===== src/rtl/adxl_fifo_pkg.sv =====
// Shared definitions for the ADXL355 sample FIFO: mode encodings, default
// geometry (also used by the register block) and the channel-index width helper.
package adxl_fifo_pkg;

   localparam logic FIFO_MODE_STREAM = 1'b0;   // overwrite oldest frame when full
   localparam logic FIFO_MODE_STOP   = 1'b1;   // drop newest frame when full

   localparam int DEF_DATA_WIDTH = 20;
   localparam int DEF_NUM_CH     = 3;
   localparam int DEF_ADDR_WIDTH = 5;

   // Width of a channel index; a single-channel FIFO still gets one bit.
   function automatic int ch_width(input int num_ch);
      return (num_ch <= 1) ? 1 : $clog2(num_ch);
   endfunction

endpackage


===== src/rtl/adxl_sample_fifo_if.sv =====
// Frame-write / word-read handshake between the filter, the FIFO and the
// register read path. master = client side, slave = FIFO side.
interface adxl_sample_fifo_if
   import adxl_fifo_pkg::*;
#(
   parameter int DATA_WIDTH = DEF_DATA_WIDTH,
   parameter int NUM_CH     = DEF_NUM_CH
);
   localparam int CH_W = ch_width(NUM_CH);

   logic                         wr_en;
   logic [NUM_CH*DATA_WIDTH-1:0] wr_data;
   logic                         rd_req;
   logic [DATA_WIDTH-1:0]        rd_data;
   logic                         rd_valid;
   logic [CH_W-1:0]              rd_ch;

   modport master (output wr_en, wr_data, rd_req,
                   input  rd_data, rd_valid, rd_ch);
   modport slave  (input  wr_en, wr_data, rd_req,
                   output rd_data, rd_valid, rd_ch);
endinterface


===== src/rtl/adxl_fifo_ram.sv =====
// Frame storage: simple dual-port, synchronous write, combinational read.
// Contents are not reset; the pointers decide what is valid.
module adxl_fifo_ram #(
   parameter int WIDTH      = 60,
   parameter int ADDR_WIDTH = 5
) (
   input  logic                  clk,
   input  logic                  we,
   input  logic [ADDR_WIDTH-1:0] waddr,
   input  logic [WIDTH-1:0]      wdata,
   input  logic [ADDR_WIDTH-1:0] raddr,
   output logic [WIDTH-1:0]      rdata
);
   localparam int DEPTH = 2 ** ADDR_WIDTH;

   logic [WIDTH-1:0] mem [DEPTH];

   // Store one frame per write strobe.
   always_ff @(posedge clk) begin
      if (we) mem[waddr] <= wdata;
   end

   assign rdata = mem[raddr];

endmodule


===== src/rtl/adxl_sample_fifo.sv =====
// Multi-channel sample FIFO: one NUM_CH-axis frame written per cycle, read back
// one channel word per rising edge of rd_req. Stream/stop-on-full modes,
// flush, sticky overrun/underflow, occupancy count.
// Optional watermark interrupt enabled by defining ADXL_FIFO_WATERMARK_EN.
module adxl_sample_fifo
   import adxl_fifo_pkg::*;
#(
   parameter int DATA_WIDTH = DEF_DATA_WIDTH,
   parameter int NUM_CH     = DEF_NUM_CH,
   parameter int ADDR_WIDTH = DEF_ADDR_WIDTH
) (
   input  logic                  clk,
   input  logic                  rst,
   adxl_sample_fifo_if.slave     bus,
   input  logic                  flush,
   input  logic                  clr_flags,
   input  logic                  mode,
   input  logic [ADDR_WIDTH:0]   watermark,
   output logic                  full,
   output logic                  empty,
   output logic [ADDR_WIDTH:0]   sample_num,
   output logic                  overrun,
   output logic                  underflow,
   output logic                  wm_irq
);
   localparam int FW = NUM_CH * DATA_WIDTH;
   localparam int CW = ch_width(NUM_CH);
   localparam int PW = ADDR_WIDTH + 1;
   localparam logic [CW-1:0] LAST_CH = CW'(NUM_CH - 1);

   logic [PW-1:0]         wr_ptr, rd_ptr;
   logic [CW-1:0]         ch_idx;
   logic                  rd_req_p0;
   logic [DATA_WIDTH-1:0] rd_word;
   logic                  rd_pulse;
   logic [CW-1:0]         rd_chan;

   logic [FW-1:0]         head;
   logic [DATA_WIDTH-1:0] ch_word;
   logic                  rd_edge, rd_ok, pop;
   logic                  wr_inc, rd_inc, force_ch0, ovr_set, udf_set;
   logic [PW-1:0]         count_n;

   assign empty = (wr_ptr == rd_ptr);
   assign full  = (wr_ptr[ADDR_WIDTH-1:0] == rd_ptr[ADDR_WIDTH-1:0]) &&
                  (wr_ptr[ADDR_WIDTH] != rd_ptr[ADDR_WIDTH]);

   assign bus.rd_data  = rd_word;
   assign bus.rd_valid = rd_pulse;
   assign bus.rd_ch    = rd_chan;

   adxl_fifo_ram #(
      .WIDTH      (FW),
      .ADDR_WIDTH (ADDR_WIDTH)
   ) u_ram (
      .clk   (clk),
      .we    (wr_inc),
      .waddr (wr_ptr[ADDR_WIDTH-1:0]),
      .wdata (bus.wr_data),
      .raddr (rd_ptr[ADDR_WIDTH-1:0]),
      .rdata (head)
   );

   // Select the current channel word out of the head frame.
   always_comb begin
      ch_word = '0;
      for (int i = 0; i < NUM_CH; i++) begin
         if (ch_idx == CW'(i)) ch_word = head[i*DATA_WIDTH +: DATA_WIDTH];
      end
   end

   // Per-cycle event decode: read edge, pop, write/overwrite/drop, flags, next count.
   always_comb begin
      rd_edge   = bus.rd_req & ~rd_req_p0;
      rd_ok     = rd_edge && !empty;
      pop       = rd_ok && (ch_idx == LAST_CH);
      wr_inc    = 1'b0;
      rd_inc    = pop;
      force_ch0 = 1'b0;
      ovr_set   = 1'b0;
      udf_set   = rd_edge && empty;
      if (bus.wr_en) begin
         if (!full || pop) begin
            wr_inc = 1'b1;
         end else if (mode == FIFO_MODE_STREAM) begin
            // Overwrite: oldest frame leaves, any partial read of it restarts.
            wr_inc    = 1'b1;
            rd_inc    = 1'b1;
            force_ch0 = 1'b1;
            ovr_set   = 1'b1;
         end else begin
            ovr_set = 1'b1;
         end
      end
      if (flush) begin
         rd_ok     = 1'b0;
         wr_inc    = 1'b0;
         rd_inc    = 1'b0;
         force_ch0 = 1'b0;
         ovr_set   = 1'b0;
         udf_set   = 1'b0;
      end
      count_n = flush ? '0 : (sample_num + PW'(wr_inc) - PW'(rd_inc));
   end

   // Read edge register and the registered read result (word, channel, valid pulse).
   always_ff @(posedge clk) begin
      if (rst) begin
         rd_req_p0 <= 1'b0;
         rd_pulse  <= 1'b0;
         rd_word   <= '0;
         rd_chan   <= '0;
      end else begin
         rd_req_p0 <= bus.rd_req;
         rd_pulse  <= rd_edge && !flush;
         if (rd_edge && !flush) begin
            rd_word <= empty ? '0 : ch_word;
            rd_chan <= ch_idx;
         end
      end
   end

   // Pointers, occupancy count and channel index.
   always_ff @(posedge clk) begin
      if (rst || flush) begin
         wr_ptr     <= '0;
         rd_ptr     <= '0;
         sample_num <= '0;
         ch_idx     <= '0;
      end else begin
         wr_ptr     <= wr_ptr + PW'(wr_inc);
         rd_ptr     <= rd_ptr + PW'(rd_inc);
         sample_num <= count_n;
         if (force_ch0 || pop) ch_idx <= '0;
         else if (rd_ok)       ch_idx <= ch_idx + 1'b1;
      end
   end

   // Sticky flags: a same-cycle setting event wins over clr_flags; flush keeps them.
   always_ff @(posedge clk) begin
      if (rst) begin
         overrun   <= 1'b0;
         underflow <= 1'b0;
      end else if (!flush) begin
         overrun   <= (overrun   & ~clr_flags) | ovr_set;
         underflow <= (underflow & ~clr_flags) | udf_set;
      end
   end

`ifdef ADXL_FIFO_WATERMARK_EN
   // Watermark level tracks the count being registered this cycle.
   always_ff @(posedge clk) begin
      if (rst) wm_irq <= 1'b0;
      else     wm_irq <= (count_n >= watermark) && (watermark != '0);
   end
`else
   logic unused_watermark;
   assign unused_watermark = ^watermark;
   assign wm_irq = 1'b0;
`endif

endmodule

===== src/flat_wrapper.sv =====
// flat-port wrapper written by rule: the top's interface ports become plain ports
module adxl_sample_fifo_flat import adxl_fifo_pkg::*;
#(
   parameter int DATA_WIDTH = DEF_DATA_WIDTH,
   parameter int NUM_CH     = DEF_NUM_CH,
   parameter int ADDR_WIDTH = DEF_ADDR_WIDTH
)
  (clk, rst, flush, clr_flags, mode, watermark, full, empty, sample_num, overrun, underflow, wm_irq, bus_wr_en, bus_wr_data, bus_rd_req, bus_rd_data, bus_rd_valid, bus_rd_ch);
  adxl_sample_fifo_if #(.DATA_WIDTH(DATA_WIDTH), .NUM_CH(NUM_CH)) bus_i ();
  input  logic clk;
  input  logic rst;
  input  logic flush;
  input  logic clr_flags;
  input  logic mode;
  input  logic [ADDR_WIDTH:0] watermark;
  output logic full;
  output logic empty;
  output logic [ADDR_WIDTH:0] sample_num;
  output logic overrun;
  output logic underflow;
  output logic wm_irq;
  input wire logic [$bits(bus_i.wr_en)-1:0] bus_wr_en;
  input wire logic [$bits(bus_i.wr_data)-1:0] bus_wr_data;
  input wire logic [$bits(bus_i.rd_req)-1:0] bus_rd_req;
  output wire logic [$bits(bus_i.rd_data)-1:0] bus_rd_data;
  output wire logic [$bits(bus_i.rd_valid)-1:0] bus_rd_valid;
  output wire logic [$bits(bus_i.rd_ch)-1:0] bus_rd_ch;
  assign bus_i.wr_en = bus_wr_en;
  assign bus_i.wr_data = bus_wr_data;
  assign bus_i.rd_req = bus_rd_req;
  assign bus_rd_data = bus_i.rd_data;
  assign bus_rd_valid = bus_i.rd_valid;
  assign bus_rd_ch = bus_i.rd_ch;
  adxl_sample_fifo #(.DATA_WIDTH(DATA_WIDTH), .NUM_CH(NUM_CH), .ADDR_WIDTH(ADDR_WIDTH)) u_core (.clk(clk), .rst(rst), .bus(bus_i), .flush(flush), .clr_flags(clr_flags), .mode(mode), .watermark(watermark), .full(full), .empty(empty), .sample_num(sample_num), .overrun(overrun), .underflow(underflow), .wm_irq(wm_irq));
endmodule

===== config.mk =====
export PLATFORM = sky130hd
export DESIGN_NAME = adxl_sample_fifo_flat
export DESIGN_NICKNAME = d
export VERILOG_FILES = /design/src/rtl/adxl_fifo_pkg.sv /design/src/rtl/adxl_sample_fifo_if.sv /design/src/rtl/adxl_fifo_ram.sv /design/src/rtl/adxl_sample_fifo.sv /design/src/flat_wrapper.sv
export SDC_FILE = /design/constraint.sdc
export NUM_CORES = 2
export LEC_CHECK = 0
export ABC_AREA = 0
export ABC_CLOCK_PERIOD_IN_PS = 5100
export CAP_MARGIN = 20
export CORE_AREA = 2 2 278 555
export CTS_BUF_LIST = sky130_fd_sc_hd__clkbuf_8
export DETAILED_ROUTE_END_ITERATION = 12
export DIE_AREA = 0 0 280 557
export DONT_BUFFER_PORTS = 1
export GPL_TIMING_DRIVEN = 0
export HOLD_SLACK_MARGIN = 0.06
export PLACE_DENSITY = 0.74
export RECOVER_POWER = 100
export SYNTH_ARGS = -nofsm -noshare
export SYNTH_HDL_FRONTEND = slang
export SYNTH_SLANG_ARGS = --single-unit

===== constraint.sdc =====
create_clock -name clk -period 5.1 [get_ports clk]
set_clock_uncertainty 0.1 [all_clocks]
set_input_delay 1.02 -clock clk [delete_from_list [all_inputs] [get_ports clk]]
set_output_delay 1.02 -clock clk [all_outputs]
set_load 0.03 [all_outputs]

==> impl_metrics.json <==
{
  "area_growth_pct": 13.4,
  "dr_wl_met2_um": 95700,
  "grt_pass1_wl_um": 280000,
  "peakVddDrop_v": 0.000386,
  "placed_area_um2": 80300,
  "yosysTopAreaCell": "edfxtp_1",
  "postRouteAntennaNets": 0,
  "synthCells": 3443,
  "syn-cell-area_um2": 75500,
  "clkLatencyLatePin_ns": 1.01,
  "power_density_nw_per_um2": 351,
  "antenna_found_initial": 20,
  "finalCritPeriodShare_pct": 99.9,
  "grtUsageTotal_pct": 25.6,
  "cts_tree": "done",
  "clockBufferDepth": 4,
  "initial_core_util_pct": 49.6,
  "endpoint_kind": "flop",
  "yosysWarnings": 0,
  "htreeDepth": 5,
  "worst_pin_slew_ns": 1.66,
  "ys_seq_area_share_pct": 77.6,
  "layout-drive-gt1-share_pct": 24.6,
  "max_stage_delay_ns": 0.95,
  "wl_met1_um": 69400,
  "core_area_um2": 152000,
  "layout.cells.non_filler": 6098,
  "hold-worst-slack_ns": 0.131,
  "period_needed_ns": 5.09,
  "worstSetupPathType": "flop to flop",
  "crit_required_ns": 5.67,
  "min_path_type": "input pin to flop",
  "dr.max_layer_used": "met5",
  "wl_met3_um": 24600,
  "fin_area_um2": 85600,
  "drtIter0Drc": 5338,
  "hold_violations": 0,
  "cts_root_buffer": "clkbuf_8",
  "grt_start_max_net_pins": 33,
  "cp_common_cell": "buf_16",
  "gp_congestion": 0.847,
  "synth_top_area_share_pct": 76.4,
  "pre_cts_slack_ns": 0.227,
  "slew_headroom_pct": -10.5,
  "setup_viol": 0,
  "outcome": "finished with violations",
  "start_kind": "flop",
  "port_buffers": 0,
  "multiInputGateArea_um2": 16100,
  "cp_slowest_cell": "nor2_4",
  "p_leak_nw": 26.3,
  "vias_per_cell": 6.44,
  "yosysMostFrequentCell": "edfxtp_1",
  "vias": 39276,
  "setup_ws_ns": 0.00694,
  "cts_resized": 0,
  "drtPass1Iterations": 6,
  "synthTopCellsByArea": "edfxtp_1 (76%), mux4_2 (13%), mux2i_1 (3.6%)",
  "slew_violations": 212,
  "cp_data_arrival_time_ns": 5.66,
  "seq_area_um2": 58600,
  "dpl.hpwl_um": 129000,
  "numClockSinks": 1966,
  "dp.cells": 5489,
  "synthTopCellsByCount": "edfxtp_1 (1920), mux4_2 (420), mux2i_1 (273)",
  "timing.fmax_mhz": 196,
  "setup_tns_ns": 0,
  "synth-seq-cells": 1966,
  "crit_chain": "inv_1, ha_1, clkbuf_1, a21oi_1, a31oi_1, nand3b_1, nor2_4, buf_16, buf_16, buf_8",
  "clk_pin_slew_ns": 0.07,
  "cts_buffers": 292,
  "rsz0062_at_grt": "no",
  "grt_pass1_vias": 39618,
  "synth_edf_count": 1920,
  "path_buf_inv": 5,
  "cp_top_family": "simple AND/OR/NAND/NOR gates",
  "drt-total-wl_um": 201000,
  "num_io_pins": 107,
  "synth.avg_cell_area_um2": 21.9,
  "synthDistinctLibCells": 49,
  "wl_per_cell_um": 32.9,
  "post-route-drc-count": 0,
  "chipWidth_um": 280,
  "violations": "capacitance limit, slew limit",
  "fin_nets": 4016,
  "synthArstFlopShare_pct": 0,
  "fillers": 10749,
  "drv_cap": 7,
  "syn_nets": 3530,
  "overflow": 0,
  "synthFlopType": "edfxtp_1",
  "fp.dieH_um": 557,
  "postCtsSetupBuffers": 0,
  "fp-row-count": 203,
  "die-area_um2": 156000,
  "crit_fanout": 16
}
[flip-flops by register name, indices dropped and copies added, names as in the netlist]
signal,cells
u_core.u_ram.mem,1920
u_core.bus.rd_data,20
u_core.rd_ptr,6
u_core.sample_num,6
u_core.wr_ptr,6
u_core.bus.rd_ch,2
u_core.ch_idx,2
u_core.bus.rd_valid,1
u_core.overrun,1
u_core.rd_req_p0,1
u_core.underflow,1
[metrics by stage]
stage          total power [W]  utilization [%]
3_3_place_gp            0.0183             51.2
5_1_grt                 0.0308             56.2
6_report                0.0300             56.3
3_5_place_dp            0.0183             52.8
4_1_cts                 0.0301             56.7
2_1_floorplan           0.0182                -
[layer usage]
metal,track usage (%),up-vias
li1,-,15514
met2,40.5,2952
met1,32.7,20183
met5,0,-
met4,12.4,16
met3,7.27,611
[repair_timing]
item | in CTS | in global routing
endpoints found under the hold margin | 1925 | 0
setup endpoints to repair | 0 | 16
hold buffers | 62 | 0
[worst paths after layout]
kind,startpoint,endpoint,slack (ns),depth (start not counted)
hold / removal,bus_rd_req,u_core.bus.rd_valid,0.13,2
hold reg to reg,u_core.rd_req_p0,u_core.bus.rd_valid,0.46,2
setup reg to reg,u_core.ch_idx[0],u_core.u_ram.mem[29][34],0.007,10
setup / recovery,u_core.ch_idx[0],u_core.u_ram.mem[29][34],0.007,10
[area by class of cell]
class | instances | share of cell area (%)
repair buffers | 191 | 2.55
clock inverters | 196 | 1.26
diodes | 16 | 0.0468
inverters | 15 | 0.0658
well taps | 1947 | 2.85
flip-flops and latches | 1966 | 68.4
clock buffers | 304 | 4.89
multi-input cells | 1271 | 18.8
plain buffers | 192 | 1.14
[power by group]
group | total (W) | leakage [nW] | switching [W] | internal (W)
clock network | 0.0118 | 3.09 | 0.00575 | 0.00606
logic | 0.000433 | 5.56 | 0.000335 | 0.0000987
registers | 0.0178 | 17.6 | 0.0000182 | 0.0178
total | 0.0300 | 26.3 | 0.00610 | 0.0239
[cell families (layout without fill, tap and decap cells)]
| group | Yosys count | after routing | share of synthesized area [%] |
|---|---|---|---|
| muxes | 695 | 695 | 16.2 |
| xor gates and xnor gates | 20 | 20 | 0.232 |
| buffers and inverters | 207 | 898 | 1.37 |
| AOI/OAI and AO/OA | 266 | 266 | 2.63 |
| other | 1 | 17 | 0.00497 |
| adders and majority gates | 14 | 14 | 0.242 |
| and+or+nand+nor | 274 | 275 | 1.74 |
| DFF | 1966 | 1966 | 77.6 |
[cell usage in the layout, fill, tap and decap left out, types with 12 or more instances in the layout]
cell type / n
a32o_1: 12
clkbuf_8: 304
buf_4: 44
buf_2: 72
mux2i_1: 273
buf_12: 37
inv_1: 118
a31oi_1: 14
a211o_1: 18
nand2_1: 76
ha_1: 13
a21oi_1: 31
o21ai_0: 25
dlygate4sd3_1: 53
mux4_2: 420
edfxtp_1: 1920
o211ai_1: 12
dfxtp_1: 46
nand3_1: 47
nor2_4: 22
a221oi_1: 28
nor2b_1: 22
a22oi_1: 64
clkinv_1: 48
nor3_1: 12
clkbuf_1: 106
buf_6: 15
nor2_1: 43
clkinv_2: 31
buf_1: 13
diode_2: 16
clkbuf_4: 13
a211oi_1: 19
Power figures use the tool's default switching activity.
